[config.mk]
export PLATFORM = sky130hd
export DESIGN_NAME = vrms_event_detector
export DESIGN_NICKNAME = d
export VERILOG_FILES = /design/src/rtl/vrms_event_detector.sv
export SDC_FILE = /design/constraint.sdc
export NUM_CORES = 1
export LEC_CHECK = 0
export ABC_AREA = 1
export BUFFER_PORTS_ARGS = -buffer_cell sky130_fd_sc_hd__buf_4
export CORE_ASPECT_RATIO = 1.2
export CORE_UTILIZATION = 40
export DETAILED_ROUTE_END_ITERATION = 12
export GPL_TIMING_DRIVEN = 0
export PLACE_DENSITY = 0.65
export SLEW_MARGIN = 20
export SYNTH_ARGS = -nofsm -noshare
export SYNTH_HDL_FRONTEND = slang
export SYNTH_SLANG_ARGS = --single-unit
[constraint.sdc]
create_clock -name clk -period 2.33 [get_ports clk]
set_input_delay 0.466 -clock clk [delete_from_list [all_inputs] [get_ports clk]]
set_output_delay 0.466 -clock clk [all_outputs]
set_load 0.1 [all_outputs]
[src/rtl/vrms_event_detector.sv]
// Supply event classifier: turns per-window Vrms results into sag/swell/interruption
// flags with entry confirmation, exit hysteresis and per-event duration/extreme summary.
module vrms_event_detector #(
  parameter logic [23:0] INT_TH   = 24'd400000,
  parameter logic [23:0] SAG_TH   = 24'd3600000,
  parameter logic [23:0] SWELL_TH = 24'd4400000,
  parameter logic [23:0] HYST     = 24'd80000,
  parameter int unsigned CONFIRM  = 2,
  parameter int unsigned DUR_W    = 16
) (
  input  logic             clk,
  input  logic             rst,
  input  logic [23:0]      vrms_in,
  input  logic             vrms_valid,
  output logic             sag,
  output logic             swell,
  output logic             intr,
  output logic             event_done,
  output logic [1:0]       event_type,
  output logic [DUR_W-1:0] event_dur,
  output logic [23:0]      event_ext,
  output logic [15:0]      event_count
);

  localparam int unsigned VW  = 24;
  localparam int unsigned VW1 = VW + 1;
  localparam int unsigned CW  = 4;

  localparam logic [VW:0]   SAG_EXIT   = VW1'(SAG_TH) + VW1'(HYST);
  localparam logic [VW:0]   INT_EXIT   = VW1'(INT_TH) + VW1'(HYST);
  localparam logic [VW-1:0] SWELL_EXIT = SWELL_TH - HYST;

  typedef enum logic [2:0] {S_NORMAL, S_PEND, S_SAG, S_SWELL, S_INT} state_t;
  typedef enum logic [1:0] {C_NORM = 2'd0, C_SAG = 2'd1, C_SWELL = 2'd2, C_INT = 2'd3} cls_t;

  state_t           state;
  cls_t             cand;
  cls_t             cls;
  logic [CW-1:0]    cnt;
  logic [CW-1:0]    cnt_inc;
  logic [DUR_W-1:0] dur;
  logic [DUR_W-1:0] dur_inc;
  logic [VW-1:0]    ext;
  logic [VW-1:0]    ext_min;
  logic [VW-1:0]    ext_max;

  // Entry classification of the incoming window plus saturating/extreme helpers
  always_comb begin
    cls = C_NORM;
    if (vrms_in < INT_TH)        cls = C_INT;
    else if (vrms_in < SAG_TH)   cls = C_SAG;
    else if (vrms_in > SWELL_TH) cls = C_SWELL;
    ext_min = (vrms_in < ext) ? vrms_in : ext;
    ext_max = (vrms_in > ext) ? vrms_in : ext;
    dur_inc = (dur == '1) ? dur : dur + DUR_W'(1);
    cnt_inc = cnt + CW'(1);
  end

  function automatic state_t event_state(input cls_t c);
    case (c)
      C_SAG:   return S_SAG;
      C_SWELL: return S_SWELL;
      default: return S_INT;
    endcase
  endfunction

  function automatic logic [1:0] type_of(input state_t s);
    case (s)
      S_SAG:   return 2'd1;
      S_SWELL: return 2'd2;
      S_INT:   return 2'd3;
      default: return 2'd0;
    endcase
  endfunction

  // State and flags always move together so the flags stay one-hot-or-zero
  task automatic go(input state_t s);
    state <= s;
    sag   <= (s == S_SAG);
    swell <= (s == S_SWELL);
    intr  <= (s == S_INT);
  endtask

  task automatic restart();
    cand <= cls;
    cnt  <= CW'(1);
    ext  <= vrms_in;
    dur  <= DUR_W'(1);
    if (cls == C_NORM)      go(S_NORMAL);
    else if (CONFIRM == 1)  go(event_state(cls));
    else                    go(S_PEND);
  endtask

  task automatic finish_event();
    event_done  <= 1'b1;
    event_type  <= type_of(state);
    event_dur   <= dur;
    event_ext   <= ext;
    event_count <= (event_count == 16'hFFFF) ? event_count : event_count + 16'd1;
    restart();
  endtask

  always_ff @(posedge clk) begin
    if (rst) begin
      state       <= S_NORMAL;
      cand        <= C_NORM;
      cnt         <= '0;
      dur         <= '0;
      ext         <= '0;
      sag         <= 1'b0;
      swell       <= 1'b0;
      intr        <= 1'b0;
      event_done  <= 1'b0;
      event_type  <= 2'd0;
      event_dur   <= '0;
      event_ext   <= '0;
      event_count <= '0;
    end else begin
      event_done <= 1'b0;
      if (vrms_valid) begin
        case (state)
          S_NORMAL: restart();
          S_PEND: begin
            if (cls == cand) begin
              cnt <= cnt_inc;
              ext <= (cand == C_SWELL) ? ext_max : ext_min;
              if (cnt_inc == CW'(CONFIRM)) begin
                go(event_state(cand));
                dur <= DUR_W'(CONFIRM);
              end
            end else begin
              restart();
            end
          end
          S_SAG: begin
            if (cls == C_INT) begin
              go(S_INT);
              dur <= dur_inc;
              ext <= ext_min;
            end else if ({1'b0, vrms_in} >= SAG_EXIT) begin
              finish_event();
            end else begin
              dur <= dur_inc;
              ext <= ext_min;
            end
          end
          S_INT: begin
            if ({1'b0, vrms_in} >= INT_EXIT) begin
              finish_event();
            end else begin
              dur <= dur_inc;
              ext <= ext_min;
            end
          end
          S_SWELL: begin
            if (vrms_in <= SWELL_EXIT) begin
              finish_event();
            end else begin
              dur <= dur_inc;
              ext <= ext_max;
            end
          end
          default: go(S_NORMAL);
        endcase
      end
    end
  end

endmodule
==> flow_summary.yaml, run 1 <==
synth:
  synth_nets: 1394
  synth-seq-cells: 111
  yosysWarnings: 0
  syn_area_per_cell_um2: 6.046
  async_flop_share_pct: 0
  synth_edf_count: 0
  synth_adder_area_share_pct: 4.802
  synth_xor_area_share_pct: 1.518
  yosysUniqueCellTypes: 41
  synth_area_leaders: "dfxtp_1, nand2_1, nand3_1"
  synth_cells: 1336
  synthSimpleGateAreaFrac_pct: 43.87
  synthDominantAreaCellType: "dfxtp_1"
  yosysTopAreaCellShare_pct: 27.51
  synth_mux_area_share_pct: 0
  synth_compound_area_share_pct: 12.61
  syn_area_mm2: 0.008078
  synth_top_family_by_area: "simple AND/OR/NAND/NOR gates"
  synth_top_flop_cell: "dfxtp_1"
  yosysSeqAreaShare_pct: 27.51
run_status:
  violations: "setup timing"
  status: "finished with violations"
clocking:
  clk_latency_ps: 370
  clkTransAtPathRegs_ps: 80
  hold_buffers: 0
  cts-root-buf: "clkbuf_16"
  cts_tree: "built"
  h-tree-depth: 3
  clk_path_buf_depth: 2
  clkSinkCount: 111
  cts_buffers: 9
drt:
  vias: 9560
  first_pass_iters: 6
  wire_per_inst_um: 16.80
  final_antenna_net_count: 0
  dr.first_iter.drc_count: 818
  wirelength_um: 29040
  vias_per_cell: 5.529
  drc_errors: 0
sta:
  finalHoldViolCount: 0
  max_freq_mhz: 424.5
  finalCriticalPeriod_ps: 2355
  finalClockSkew_ps: 14.86
  slew_headroom_pct: 45.71
  worstMarginPinSlew_ps: 814.3
  slew_violations: 0
  fin_setup_tns_ps: -69.58
  rsz0062_at_grt: "yes"
  finalCritPeriodShare_pct: 101.1
  finalSetupViolations: 6
  setup_slack_ps: -25.46
global_routing:
  grt_remaining_overflow: 0
  grtUsageTotal_pct: 27.05
  grt_pass1_vias: 8651
  grt_max_degree: 19
  antenna_found_initial: 0
  grt_pass1_wl_um: 44420
setup_path:
  critPathRequiredTime_ps: 2590
  r2r_cells: 19
  rrSetupSlack_ps: -30
  slowest_stage: "dfxtp_1"
  cp_cell_sequence: "inv_1, ha_1, nand2_1, inv_1, nand2_1, nand2_1, nand2_1, nand2_2, nand2_4, nand3_4, buf_8, buf_8, nand3_2, nand2_1, nor2_1, nor2_1, nand2_1, nor2_1, nor2_1"
  rr_endpoint: "ext[9]"
  cp-endpoint: "ext[9]"
  crit_fanout: 5
  crit_path_frequent_cell: "nand2_1"
  r2r_start: "ext[3]"
  cp-start-kind: "register"
  max_stage_delay_ps: 330
  cp-end-kind: "register"
  cp.arrival_ps: 2620
  path_class: "reg -> reg"
  critPathLaunch: "ext[3]"
placed_design:
  routabilityCongestion: 0.9540
  postPlaceCellArea_mm2: 0.009070
  dp_hpwl_um: 20380
  io_buffers: 87
  dp_slack_ps: -675.3
finish:
  final_core_util_pct: 53.32
  finish.net_count: 1521
  area_growth_pct: 29.96
  multi_input_area_mm2: 0.005719
  diodes: 0
  stdcell_area_mm2: 0.01050
  layout-drive-gt1-share_pct: 25.61
  seq_area_mm2: 0.002253
  nFillCells: 1940
floorplanning:
  dieArea_mm2: 0.02077
  coreArea_mm2: 0.01969
  boundaryPins: 89
  start_util_pct: 41.03
  die_w_um: 131.7
  die_height_um: 157.7
  rows: 56
power_and_ir_drop:
  p_leak_nw: 4.738
  peakVddDrop_uv: 371.0
  power_density_mw_per_mm2: 588.9
  power.total_w: 0.006182
job:
  maxCapViolCount: 0
min_path:
  min_path_type: "in -> reg"
  whs_path_depth: 3
==> state kept, by name, indices dropped and copies added (netlist names), 3 cells and up <==
name,count
cnt,4
dur,16
event_count,16
event_dur,16
event_ext,24
ext,24
state,3
==> per-stage QoR <==
stage	hold WS [ps]	std cells
finish	421.0	1729
global route	458.5	1729
CTS	399.7	1721
detailed placement	459.6	1684
global placement	459.2	1684
floorplan	468.6	1336
==> what timing repair did <==
action                                  4_1_cts  5_1_grt
pin swaps                                    78       83
cloned                                        4        0
buffers inserted                             17       11
resized for setup                            80      144
endpoints found under the setup margin       25       81
==> how the worst min path moves through the flow <==
stage                        startpoint       endpoint  slack, ps
final                        vrms_valid     event_done        420
after global routing         vrms_valid     event_done        460
after CTS                    vrms_valid     event_done        400
after detailed placement   event_dur[3]   event_dur[3]        460
after global placement    event_dur[11]  event_dur[11]        460
after floorplan                  cnt[0]         cnt[0]        470
==> logic make-up after synthesis <==
| group | after synthesis |
|---|---|
| xor+xnor | 14 |
| simple gates | 804 |
| buf+inv | 181 |
| compound gates | 195 |
| flops | 111 |
| fa+ha+maj | 31 |
==> cells in the mapped netlist (all sizes together), types with 11 or more instances <==
library cell and number:
nand2 407, nor2 165, nand3 154, inv 121
dfxtp 111, o21ai 90, a21oi 88, nand4 48
buf 33, ha 31, clkbuf 27, nor3 24
xor2 11
==> area by class of cell <==
class	instances	share of cell area, %
sequential	111	21.47
tap	261	3.111
buffer	58	3.921
clock buffer	10	2.181
clock inverter	6	0.8582
inverter	121	4.601
timing repair buffer	118	9.380
multi-input combinational	1044	54.48
==> routing by layer <==
layer	vias up	wire [um]	global-route usage, %
met5	-	0	0
met4	0	1508	15.50
met3	104	1778	2.882
met2	411	14060	47.85
met1	4393	11700	31.96
li1	4652	-	-
==> worst max-delay path, delay by kind of cell (launching register included) <==
kind	cells	cell delay (ps)
and+or+nand+nor	14	1130
buffers and inverters	4	470
DFF	1	330
adders and majority gates	1	310
==> cell usage in the layout, fill, tap and decap left out, types with 5 or more instances in the layout <==
master / Yosys / routed
a21oi_1: 88 / 85
buf_2: 15 / 11
buf_4: 6 / 112
buf_6: 8 / 11
buf_8: 0 / 6
clkbuf_1: 27 / 18
clkbuf_16: 0 / 9
clkbuf_2: 0 / 6
dfxtp_1: 111 / 86
dfxtp_2: 0 / 25
ha_1: 31 / 18
ha_4: 0 / 13
inv_1: 102 / 82
inv_2: 18 / 30
inv_4: 1 / 6
nand2_1: 394 / 358
nand2_2: 11 / 42
nand2_4: 1 / 6
nand3_1: 152 / 110
nand3_2: 1 / 33
nand3_4: 1 / 11
nand4_1: 46 / 46
nor2_1: 153 / 142
nor2_2: 8 / 14
nor2_4: 4 / 9
nor3_1: 21 / 19
o211ai_1: 5 / 5
o21ai_0: 68 / 65
o21ai_1: 21 / 23
xor2_1: 11 / 11
==> power by group <==
| part | total [W] | leakage, nW | switching [W] | internal, W |
|---|---|---|---|---|
| registers | 0.00209 | 0.916 | 0.0000794 | 0.00201 |
| clock network | 0.00173 | 0.153 | 0.000775 | 0.000951 |
| logic | 0.00237 | 3.67 | 0.00157 | 0.000791 |
Power figures use the tool's default switching activity.
==> run 2: changes to the inputs <==
CORE_ASPECT_RATIO = unset   (was 1.2)
SETUP_SLACK_MARGIN = 0.1   (was unset)
==> run 2 against run 1 <==
Against the previous run: the run still ends with setup timing left; non-clock buffer count up 19; wire length about the same; power shrank 3.0%; setup slack worse by 21 ps; largest cell class unchanged; sequential power about the same; critical path type unchanged; clock power down 9%; global-route usage increased by 0.44 points; flip-flop and latch count is the same; count of clock-buffer cells in the layout stayed put; critical endpoint is now ext[23]; worst hold slack worse by 30 ps; maximum frequency fell by 0.86%; sequential share of layout area is 0.073 points lower.
==> flow_summary.yaml, run 2 (synthesis gave the netlist of run 1 again) <==
run_status:
  status: "finished with violations"
  violations: "setup timing"
placed_design:
  dp_hpwl_um: 20270
  io_buffers: 87
  dp_slack_ps: -667.4
  routabilityCongestion: 0.9853
drt:
  first_pass_iters: 8
  dr.first_iter.drc_count: 863
  drc_errors: 0
  wirelength_um: 29050
  final_antenna_net_count: 0
  vias_per_cell: 5.512
  wire_per_inst_um: 16.57
  vias: 9663
setup_path:
  cp-end-kind: "register"
  r2r_cells: 17
  cp-start-kind: "register"
  path_class: "reg -> reg"
  rr_endpoint: "ext[23]"
  critPathRequiredTime_ps: 2590
  rrSetupSlack_ps: -50
  r2r_start: "ext[13]"
  cp.arrival_ps: 2640
  crit_fanout: 5
min_path:
  whs_path_depth: 3
  hp-start: "vrms_valid"
  min_path_type: "in -> reg"
  holdPathEnd: "event_done"
sta:
  max_freq_mhz: 420.9
  finalCritPeriodShare_pct: 102.0
  slew_violations: 0
  worstMarginPinSlew_ps: 710.5
  rsz0062_at_grt: "yes"
  finalClockSkew_ps: 12.08
  fin_setup_tns_ps: -148.8
  finalSetupViolations: 7
  finalCriticalPeriod_ps: 2376
  slew_headroom_pct: 52.63
  setup_slack_ps: -46.00
  finalHoldViolCount: 0
floorplanning:
  rows: 51
  coreArea_mm2: 0.01965
  boundaryPins: 89
  die_height_um: 144.1
  dieArea_mm2: 0.02077
  start_util_pct: 41.10
  die_w_um: 144.1
clocking:
  cts_tree: "built"
  clkTransAtPathRegs_ps: 90
  h-tree-depth: 3
  clkSinkCount: 111
  cts-root-buf: "clkbuf_16"
  cts_buffers: 9
  clk_latency_ps: 370
  clk_path_buf_depth: 2
global_routing:
  grt_pass1_wl_um: 44170
  use_met1_pct: 37.70
  met2_usage_pct: 43.63
  grt-busiest-layer: "met2"
  grt_max_degree: 21
  grt_pass1_vias: 8409
  use_met3_pct: 3.245
  grtUsageTotal_pct: 27.50
  grt_remaining_overflow: 0
  antenna_found_initial: 0
job:
  maxCapViolCount: 0
finish:
  final_common_cell: "nand2_1"
  diodes: 0
  nFillCells: 2014
  final_cell_mix: "nand2_1, nand3_1, nor2_1"
  final_core_util_pct: 53.74
  reg.largest.list: "event_ext x24, ext x24"
  finish.net_count: 1541
  layout-drive-gt1-share_pct: 24.87
  area_growth_pct: 30.76
power_and_ir_drop:
  peakVddDrop_uv: 403.1
  power_density_mw_per_mm2: 568.0
  p_leak_nw: 4.793
-- run 2: cell count changes in the layout (fill, tap and decap cells not counted), moves of 8 or more --
| cell | before | now |
|---|---|---|
| nand3_1 | 110 | 134 |
| nand2_2 | 42 | 20 |
| nand3_2 | 33 | 12 |
| buf_4 | 112 | 131 |
| nand2_1 | 358 | 376 |
| nor2_1 | 142 | 134 |
-- run 2: worst max path at each step --
stage / cells after the start / start / to / slack, ps
6_report: 17 / ext[13] / ext[23] / -50
3_5_place_dp: 17 / vrms_in[15] / ext[13] / -670
5_1_grt: 18 / ext[18] / ext[19] / -200
4_1_cts: 17 / ext[21] / ext[13] / -20
2_1_floorplan: 16 / vrms_in[15] / ext[10] / 100
3_3_place_gp: 17 / vrms_in[15] / ext[13] / -640
-- run 2: power breakdown --
part | internal, W | leakage, nW | switching, W
clock | 0.000757 | 0.142 | 0.000821
sequential | 0.00201 | 0.917 | 0.0000805
combinational | 0.000781 | 3.73 | 0.00155
-- run 2: area by class of cell --
| cell class | count | area (um^2) | area share [%] |
|---|---|---|---|
| well taps | 265 | 331.6 | 3.139 |
| multi-input cells | 1044 | 5653 | 53.52 |
| flip-flops and latches | 111 | 2260 | 21.39 |
| repair inverters | 1 | 6.256 | 0.05923 |
| repair buffers | 136 | 1087 | 10.29 |
| inverters | 121 | 491.7 | 4.655 |
| plain buffers | 59 | 441.7 | 4.181 |
| clock inverters | 6 | 62.56 | 0.5923 |
| clock buffers | 10 | 229.0 | 2.168 |
-- run 2: through the flow --
step / cell area (um^2) / hold WS [ps] / power, W / instances
CTS: 9847 / 400.8 / 0.005784 / 1722
floorplan: 8105 / 468.6 / 0.003507 / 1336
global route: 10560 / 417.5 / 0.006308 / 1753
finish: 10560 / 391.2 / 0.005999 / 1753
detailed placement: 9090 / 461.0 / 0.004011 / 1688
global placement: 9090 / 456.5 / 0.003990 / 1688
-- run 2: metal layers --
layer	share of wire, %	wire length, um
met1	45	13010
met2	45	13020
met3	7.3	2126
met4	3.1	897
met5	0	0
-- run 2: critical path: stages, from the launching register on --
cell and delay [ps]:
dfxtp_2 330, inv_2 80, ha_4 280, nand2_2 60, nor2_4 170, nand3_4 120
nor2_4 170, nand2_4 80, nand3_4 130, buf_4 160, buf_8 120, nand3_1 80
nand2_1 90, nor2_1 40, nor2_1 80, nand2_1 70, nor2_2 140, nor2_1 60
-- run 2: what timing repair did --
action / in CTS / in global routing
hold buffers: 0 / 0
pin swaps: 54 / 54
resized for setup: 85 / 134
cloned: 3 / 3
setup endpoints to repair: 57 / 110
buffers inserted: 15 / 29
